[src/rtl/partial_sum_accumulator_if.sv]
// Term/result handshake bundle between the merge stage, the accumulator and the
// activation writeback path.
interface partial_sum_accumulator_if #(
   parameter int BIT_WIDTH = 8,
   parameter int CNT_WIDTH = 8
);
   logic [CNT_WIDTH-1:0] acc_len;
   logic                 relu_en;
   logic                 in_valid;
   logic [BIT_WIDTH-1:0] in_data;
   logic                 in_ready;
   logic                 out_valid;
   logic [BIT_WIDTH-1:0] out_data;
   logic                 out_ready;
   logic                 busy;

   modport master (
      output acc_len, relu_en, in_valid, in_data, out_ready,
      input  in_ready, out_valid, out_data, busy
   );

   modport slave (
      input  acc_len, relu_en, in_valid, in_data, out_ready,
      output in_ready, out_valid, out_data, busy
   );
endinterface

[src/rtl/partial_sum_accumulator.sv]
// Accumulates a runtime-sized group of signed partial sums, applies optional ReLU,
// saturates to the activation width and holds the result in a one-entry output register.
module partial_sum_accumulator #(
   parameter int BIT_WIDTH = 8,
   parameter int ACC_WIDTH = 16,
   parameter int CNT_WIDTH = 8
) (
   input  logic                    clk,
   input  logic                    rst,
   partial_sum_accumulator_if.slave bus
);
   localparam logic signed [ACC_WIDTH-1:0] SAT_MAX =
      ACC_WIDTH'((64'sd1 <<< (BIT_WIDTH-1)) - 64'sd1);
   localparam logic signed [ACC_WIDTH-1:0] SAT_MIN =
      ACC_WIDTH'(-(64'sd1 <<< (BIT_WIDTH-1)));

   logic [CNT_WIDTH-1:0]        cnt_q, cnt_d;
   logic [CNT_WIDTH-1:0]        len_q, len_d;
   logic signed [ACC_WIDTH-1:0] acc_q, acc_d;
   logic                        out_valid_q, out_valid_d;
   logic [BIT_WIDTH-1:0]        out_data_q, out_data_d;

   logic                        first_term;
   logic                        is_last;
   logic [CNT_WIDTH-1:0]        eff_len;
   logic signed [ACC_WIDTH-1:0] term_ext;
   logic signed [ACC_WIDTH-1:0] sum;
   logic signed [ACC_WIDTH-1:0] relu_sum;
   logic [BIT_WIDTH-1:0]        sat_data;
   logic                        in_ready;
   logic                        accept;
   logic                        drain;

   always_comb begin
      first_term = (cnt_q == '0);
      // On a group's first term the length comes straight from the port, 0 meaning 1.
      eff_len = len_q;
      if (first_term) begin
         eff_len = (bus.acc_len == '0) ? CNT_WIDTH'(1) : bus.acc_len;
      end
      is_last = (cnt_q == eff_len - CNT_WIDTH'(1));

      term_ext = {{(ACC_WIDTH-BIT_WIDTH){bus.in_data[BIT_WIDTH-1]}}, bus.in_data};
      sum      = first_term ? term_ext : acc_q + term_ext;
      relu_sum = (bus.relu_en && sum[ACC_WIDTH-1]) ? '0 : sum;

      if (relu_sum > SAT_MAX) begin
         sat_data = {1'b0, {(BIT_WIDTH-1){1'b1}}};
      end else if (relu_sum < SAT_MIN) begin
         sat_data = {1'b1, {(BIT_WIDTH-1){1'b0}}};
      end else begin
         sat_data = relu_sum[BIT_WIDTH-1:0];
      end

      // Only a closing term needs room in the output register; others always go in.
      in_ready = !rst && !(is_last && out_valid_q && !bus.out_ready);
      accept   = bus.in_valid && in_ready;
      drain    = out_valid_q && bus.out_ready;

      cnt_d       = cnt_q;
      len_d       = len_q;
      acc_d       = acc_q;
      out_valid_d = out_valid_q;
      out_data_d  = out_data_q;

      if (drain) begin
         out_valid_d = 1'b0;
      end

      if (accept) begin
         acc_d = sum;
         if (first_term) begin
            len_d = eff_len;
         end
         if (is_last) begin
            cnt_d       = '0;
            out_valid_d = 1'b1;
            out_data_d  = sat_data;
         end else begin
            cnt_d = cnt_q + CNT_WIDTH'(1);
         end
      end
   end

   always_ff @(posedge clk) begin
      if (rst) begin
         cnt_q       <= '0;
         len_q       <= CNT_WIDTH'(1);
         acc_q       <= '0;
         out_valid_q <= 1'b0;
         out_data_q  <= '0;
      end else begin
         cnt_q       <= cnt_d;
         len_q       <= len_d;
         acc_q       <= acc_d;
         out_valid_q <= out_valid_d;
         out_data_q  <= out_data_d;
      end
   end

   assign bus.in_ready  = in_ready;
   assign bus.out_valid = out_valid_q;
   assign bus.out_data  = out_data_q;
   assign bus.busy      = (cnt_q != '0);
endmodule
[src/flat_wrapper.sv]
// flat-port wrapper written by rule: the top's interface ports become plain ports
module partial_sum_accumulator_flat 
#(
   parameter int BIT_WIDTH = 8,
   parameter int ACC_WIDTH = 16,
   parameter int CNT_WIDTH = 8
)
  (clk, rst, bus_acc_len, bus_relu_en, bus_in_valid, bus_in_data, bus_out_ready, bus_in_ready, bus_out_valid, bus_out_data, bus_busy);
  partial_sum_accumulator_if #(.BIT_WIDTH(BIT_WIDTH), .CNT_WIDTH(CNT_WIDTH)) bus_i ();
  input  logic clk;
  input  logic rst;
  input wire logic [$bits(bus_i.acc_len)-1:0] bus_acc_len;
  input wire logic [$bits(bus_i.relu_en)-1:0] bus_relu_en;
  input wire logic [$bits(bus_i.in_valid)-1:0] bus_in_valid;
  input wire logic [$bits(bus_i.in_data)-1:0] bus_in_data;
  input wire logic [$bits(bus_i.out_ready)-1:0] bus_out_ready;
  output wire logic [$bits(bus_i.in_ready)-1:0] bus_in_ready;
  output wire logic [$bits(bus_i.out_valid)-1:0] bus_out_valid;
  output wire logic [$bits(bus_i.out_data)-1:0] bus_out_data;
  output wire logic [$bits(bus_i.busy)-1:0] bus_busy;
  assign bus_i.acc_len = bus_acc_len;
  assign bus_i.relu_en = bus_relu_en;
  assign bus_i.in_valid = bus_in_valid;
  assign bus_i.in_data = bus_in_data;
  assign bus_i.out_ready = bus_out_ready;
  assign bus_in_ready = bus_i.in_ready;
  assign bus_out_valid = bus_i.out_valid;
  assign bus_out_data = bus_i.out_data;
  assign bus_busy = bus_i.busy;
  partial_sum_accumulator #(.BIT_WIDTH(BIT_WIDTH), .ACC_WIDTH(ACC_WIDTH), .CNT_WIDTH(CNT_WIDTH)) u_core (.clk(clk), .rst(rst), .bus(bus_i));
endmodule
[config.mk]
export PLATFORM = sky130hd
export DESIGN_NAME = partial_sum_accumulator_flat
export DESIGN_NICKNAME = d
export VERILOG_FILES = /design/src/rtl/partial_sum_accumulator_if.sv /design/src/rtl/partial_sum_accumulator.sv /design/src/flat_wrapper.sv
export SDC_FILE = /design/constraint.sdc
export NUM_CORES = 1
export LEC_CHECK = 0
export BUFFER_PORTS_ARGS = -buffer_cell sky130_fd_sc_hd__buf_2
export CAP_MARGIN = 20
export CORE_UTILIZATION = 64
export CTS_CLUSTER_DIAMETER = 40
export DETAILED_ROUTE_END_ITERATION = 7
export PLACE_DENSITY = 0.94
export SYNTH_ARGS = -nofsm -noshare
export SYNTH_HDL_FRONTEND = slang
export SYNTH_SLANG_ARGS = --single-unit
[constraint.sdc]
create_clock -name clk -period 8.17 [get_ports clk]
set_input_delay 2.0425 -clock clk [delete_from_list [all_inputs] [get_ports clk]]
set_output_delay 2.0425 -clock clk [all_outputs]
set_load 0.02 [all_outputs]
==> flow_metrics.tcl <==
set metrics [dict create \
    wl_met1_um 3390 \
    synthTopCellsByArea "dfxtp_1 (26%), mux2i_1 (8.6%), ha_1 (7.1%), nor2_1 (5.4%), xnor2_1 (3.6%)" \
    cts_tree "done" \
    hold_viol_final 0 \
    rsz0062_at_grt "false" \
    grt_overflow 0 \
    synth_cells 375 \
    clkTransAtPathRegs_ns 0.08 \
    detail_route.first_pass.iterations 6 \
    tns_ns 0 \
    clockRootBuffer "clkbuf_8" \
    cap_violations 0 \
    antenna_cells 0 \
    crit_chain "buf_2, nor4_1, a21oi_1, o21ai_2, inv_1, ha_1, nor3b_1, xnor2_1, nor2_1, a211oi_1, o2111ai_2, nor3_1, nor2_1, buf_2" \
    critical_path_required_ns 6.13 \
    grt_max_degree 33 \
    fin_area_mm2 0.00339 \
    yosysWarnings 0 \
    path_delay_family "simple AND/OR/NAND/NOR gates" \
    wl_um 7900 \
    die_y_um 72.2 \
    yosysTopAreaCellShare_pct 26.0 \
    worstSetupPathType "input pin to primary output" \
    ys_types 67 \
    dieArea_mm2 0.00522 \
    critPathSlowestCell "nor4_1" \
    gp_congestion 0.950 \
    seq_area_frac_synth_pct 26.0 \
    hp-class "flop to flop" \
    route.met3.wl_um 581 \
    cp.arrival_ns 4.92 \
    irDropWorstVdd_uv 127 \
    post_dp_cell_area_mm2 0.00329 \
    grt_pass1_wl_um 13300 \
    synth_flop_cell "dfxtp_1" \
    fin_crit_ns 6.96 \
    nNetsFinal 436 \
    max_stage_delay_ns 0.64 \
    cp-start-kind "input pin" \
    drtIter0Drc 305 \
    clockBufferDepth 2 \
    placed_cells 455 \
    layout-drive-gt1-share_pct 14.6 \
    power_density_mw_per_mm2 155 \
    io_buffers 31 \
    top_layer "met4" \
    final-instance-count-excl-fill 464 \
    tightest_slew_ns 0.898 \
    slew_headroom_pct 39.7 \
    ys_seq_elements 41 \
    num_vias 2976 \
    synth_edf_count 0 \
    synthArstFlopShare_pct 0 \
    worstPathMaxFanout 7 \
    hold_ws_ns 0.464 \
    grt_usage_pct 32.3 \
    syn2layout_area_growth_pct 7.45 \
    post_cts_buffers 0 \
    cts_hold_buf 0 \
    fmax_mhz 144 \
    syn_area_per_cell_um2 8.42 \
    cts_buffers 5 \
    dpl.hpwl_um 5560 \
    slew_violations 0 \
    antenna_found_initial 0 \
    utilization_pct 71.8 \
    insertion_delay_ns 0.31 \
    vias_per_cell 6.41 \
    finClkSkew_ns 0.00687 \
    status "complete, no violations" \
    regToRegSetupSlack_ns 3.09 \
    cts.sinks 41 \
    syn-num-nets 415 \
    wl_per_cell_um 17.0 \
    dr_wl_met2_um 3770 \
    fin_crit_sh_pct 85.2 \
    htree_levels 2 \
    rows 25 \
    fp.coreArea_mm2 0.00472 \
    setup_viol 0 \
    leakage_uw 0.00144 \
    ant_nets 0 \
    yosys.area.top_type "dfxtp_1" \
    path_buf_inv 3 \
    cp-end-kind "primary output" \
    grt_pass1_vias 2893 \
    start_util_pct 66.8 \
    route.detailed.drc 0 \
    fp.dieW_um 72.2 \
    syn-cell-area_mm2 0.00316 \
    num_io_pins 32 \
    cts.repair.resized 0 \
]
==> worst register-to-register path: stages, from the launching register on <==
cell       delay (ns)
dfxtp_1          0.38
inv_1            0.11
ha_1             0.15
or4b_1           0.68
nor2_8           0.47
inv_4            0.18
o21ai_2          0.21
inv_1            0.09
ha_1             0.25
nor3b_1          0.16
xnor2_1          0.15
nor2_1           0.06
a211oi_1         0.30
o2111ai_2        0.25
nor4_4           0.79
or2_1            0.41
nor2_1           0.08
mux2_2           0.26
==> Yosys cell counts (3+ instances only) <==
cell       n
nor3_1     7
o211a_1    3
a21o_1     6
nand4_1    3
dfxtp_1   41
nand2_1   21
nor4_1     3
nor2b_1    4
nand4b_1   3
and3_1     8
a21oi_1   22
o211ai_1   6
o21ai_0   20
nand3_1    6
buf_2      6
xnor2_1   13
nand2b_1   6
clkbuf_1   6
a211oi_1   8
a311oi_1   3
nor2_1    45
buf_4      3
and4_1     5
xor2_1    10
mux2i_1   27
or4_1      4
ha_1      18
o31a_1     3
o31ai_1    3
inv_1     13
==> layout make-up <==
cell class	instances	area [um2]
timing repair buffer	32	163
fill	349	1330
inverter	15	58.8
tap	67	83.8
clock buffer	5	68.8
sequential	41	821
clock inverter	3	21.3
multi-input combinational	301	2180
==> layer usage <==
metal,track usage [%],vias to the layer above
met1,41.3,1392
li1,-,1430
met4,12.4,0
met5,0,-
met2,54.4,133
met3,5.56,21
==> cells in the final DEF (no fill, tap or decap), types with 10 or more instances in the layout <==
cell type and count:
xor2_1 10, nor2_1 45, a21oi_1 22, nand2_1 21, mux2i_1 27, ha_1 18, o21ai_0 20, dfxtp_1 41
buf_2 31, inv_1 13, xnor2_1 13
==> path summary, 6_finish.rpt <==
| path | to | cells after the start | start |
|---|---|---|---|
| worst max register to register | u_core.cnt_q[7] | 17 | u_core.cnt_q[0] |
| worst min-delay path | u_core.acc_q[6] | 2 | u_core.acc_q[6] |
| worst max-delay path | bus_in_ready | 14 | bus_acc_len[2] |
| worst min register to register | u_core.acc_q[6] | 2 | u_core.acc_q[6] |
==> sequential cells by signal (all words and copies together) (netlist names) <==
signal and count:
u_core.acc_q 16, u_core.bus.out_data 8, u_core.bus.out_valid 1, u_core.cnt_q 8
u_core.len_q 8
==> per-stage QoR <==
stage	setup WS (ns)	power, uW
2_1_floorplan	1.89	349
3_3_place_gp	1.43	379
3_5_place_dp	1.33	384
4_1_cts	1.24	522
5_1_grt	0.995	553
6_report	1.21	525
==> power by group <==
group | internal, uW | switching, uW
Combinational | 67.7 | 100
Clock | 60.7 | 78.9
Sequential | 209 | 8.41
==> kinds of logic (layout without fill, tap and decap cells) <==
family	after synthesis	after routing	share of synthesized area, %
multiplexers	28	28	8.92
flip-flops	41	41	26.0
XOR/XNOR	23	23	6.38
buffers and inverters	33	55	5.07
adder cells (fa/ha/maj)	19	19	7.77
AO/OA/AOI/OAI	96	96	21.6
AND/OR/NAND/NOR	135	135	24.3
Note: power is estimated with default switching activity, not from simulation.
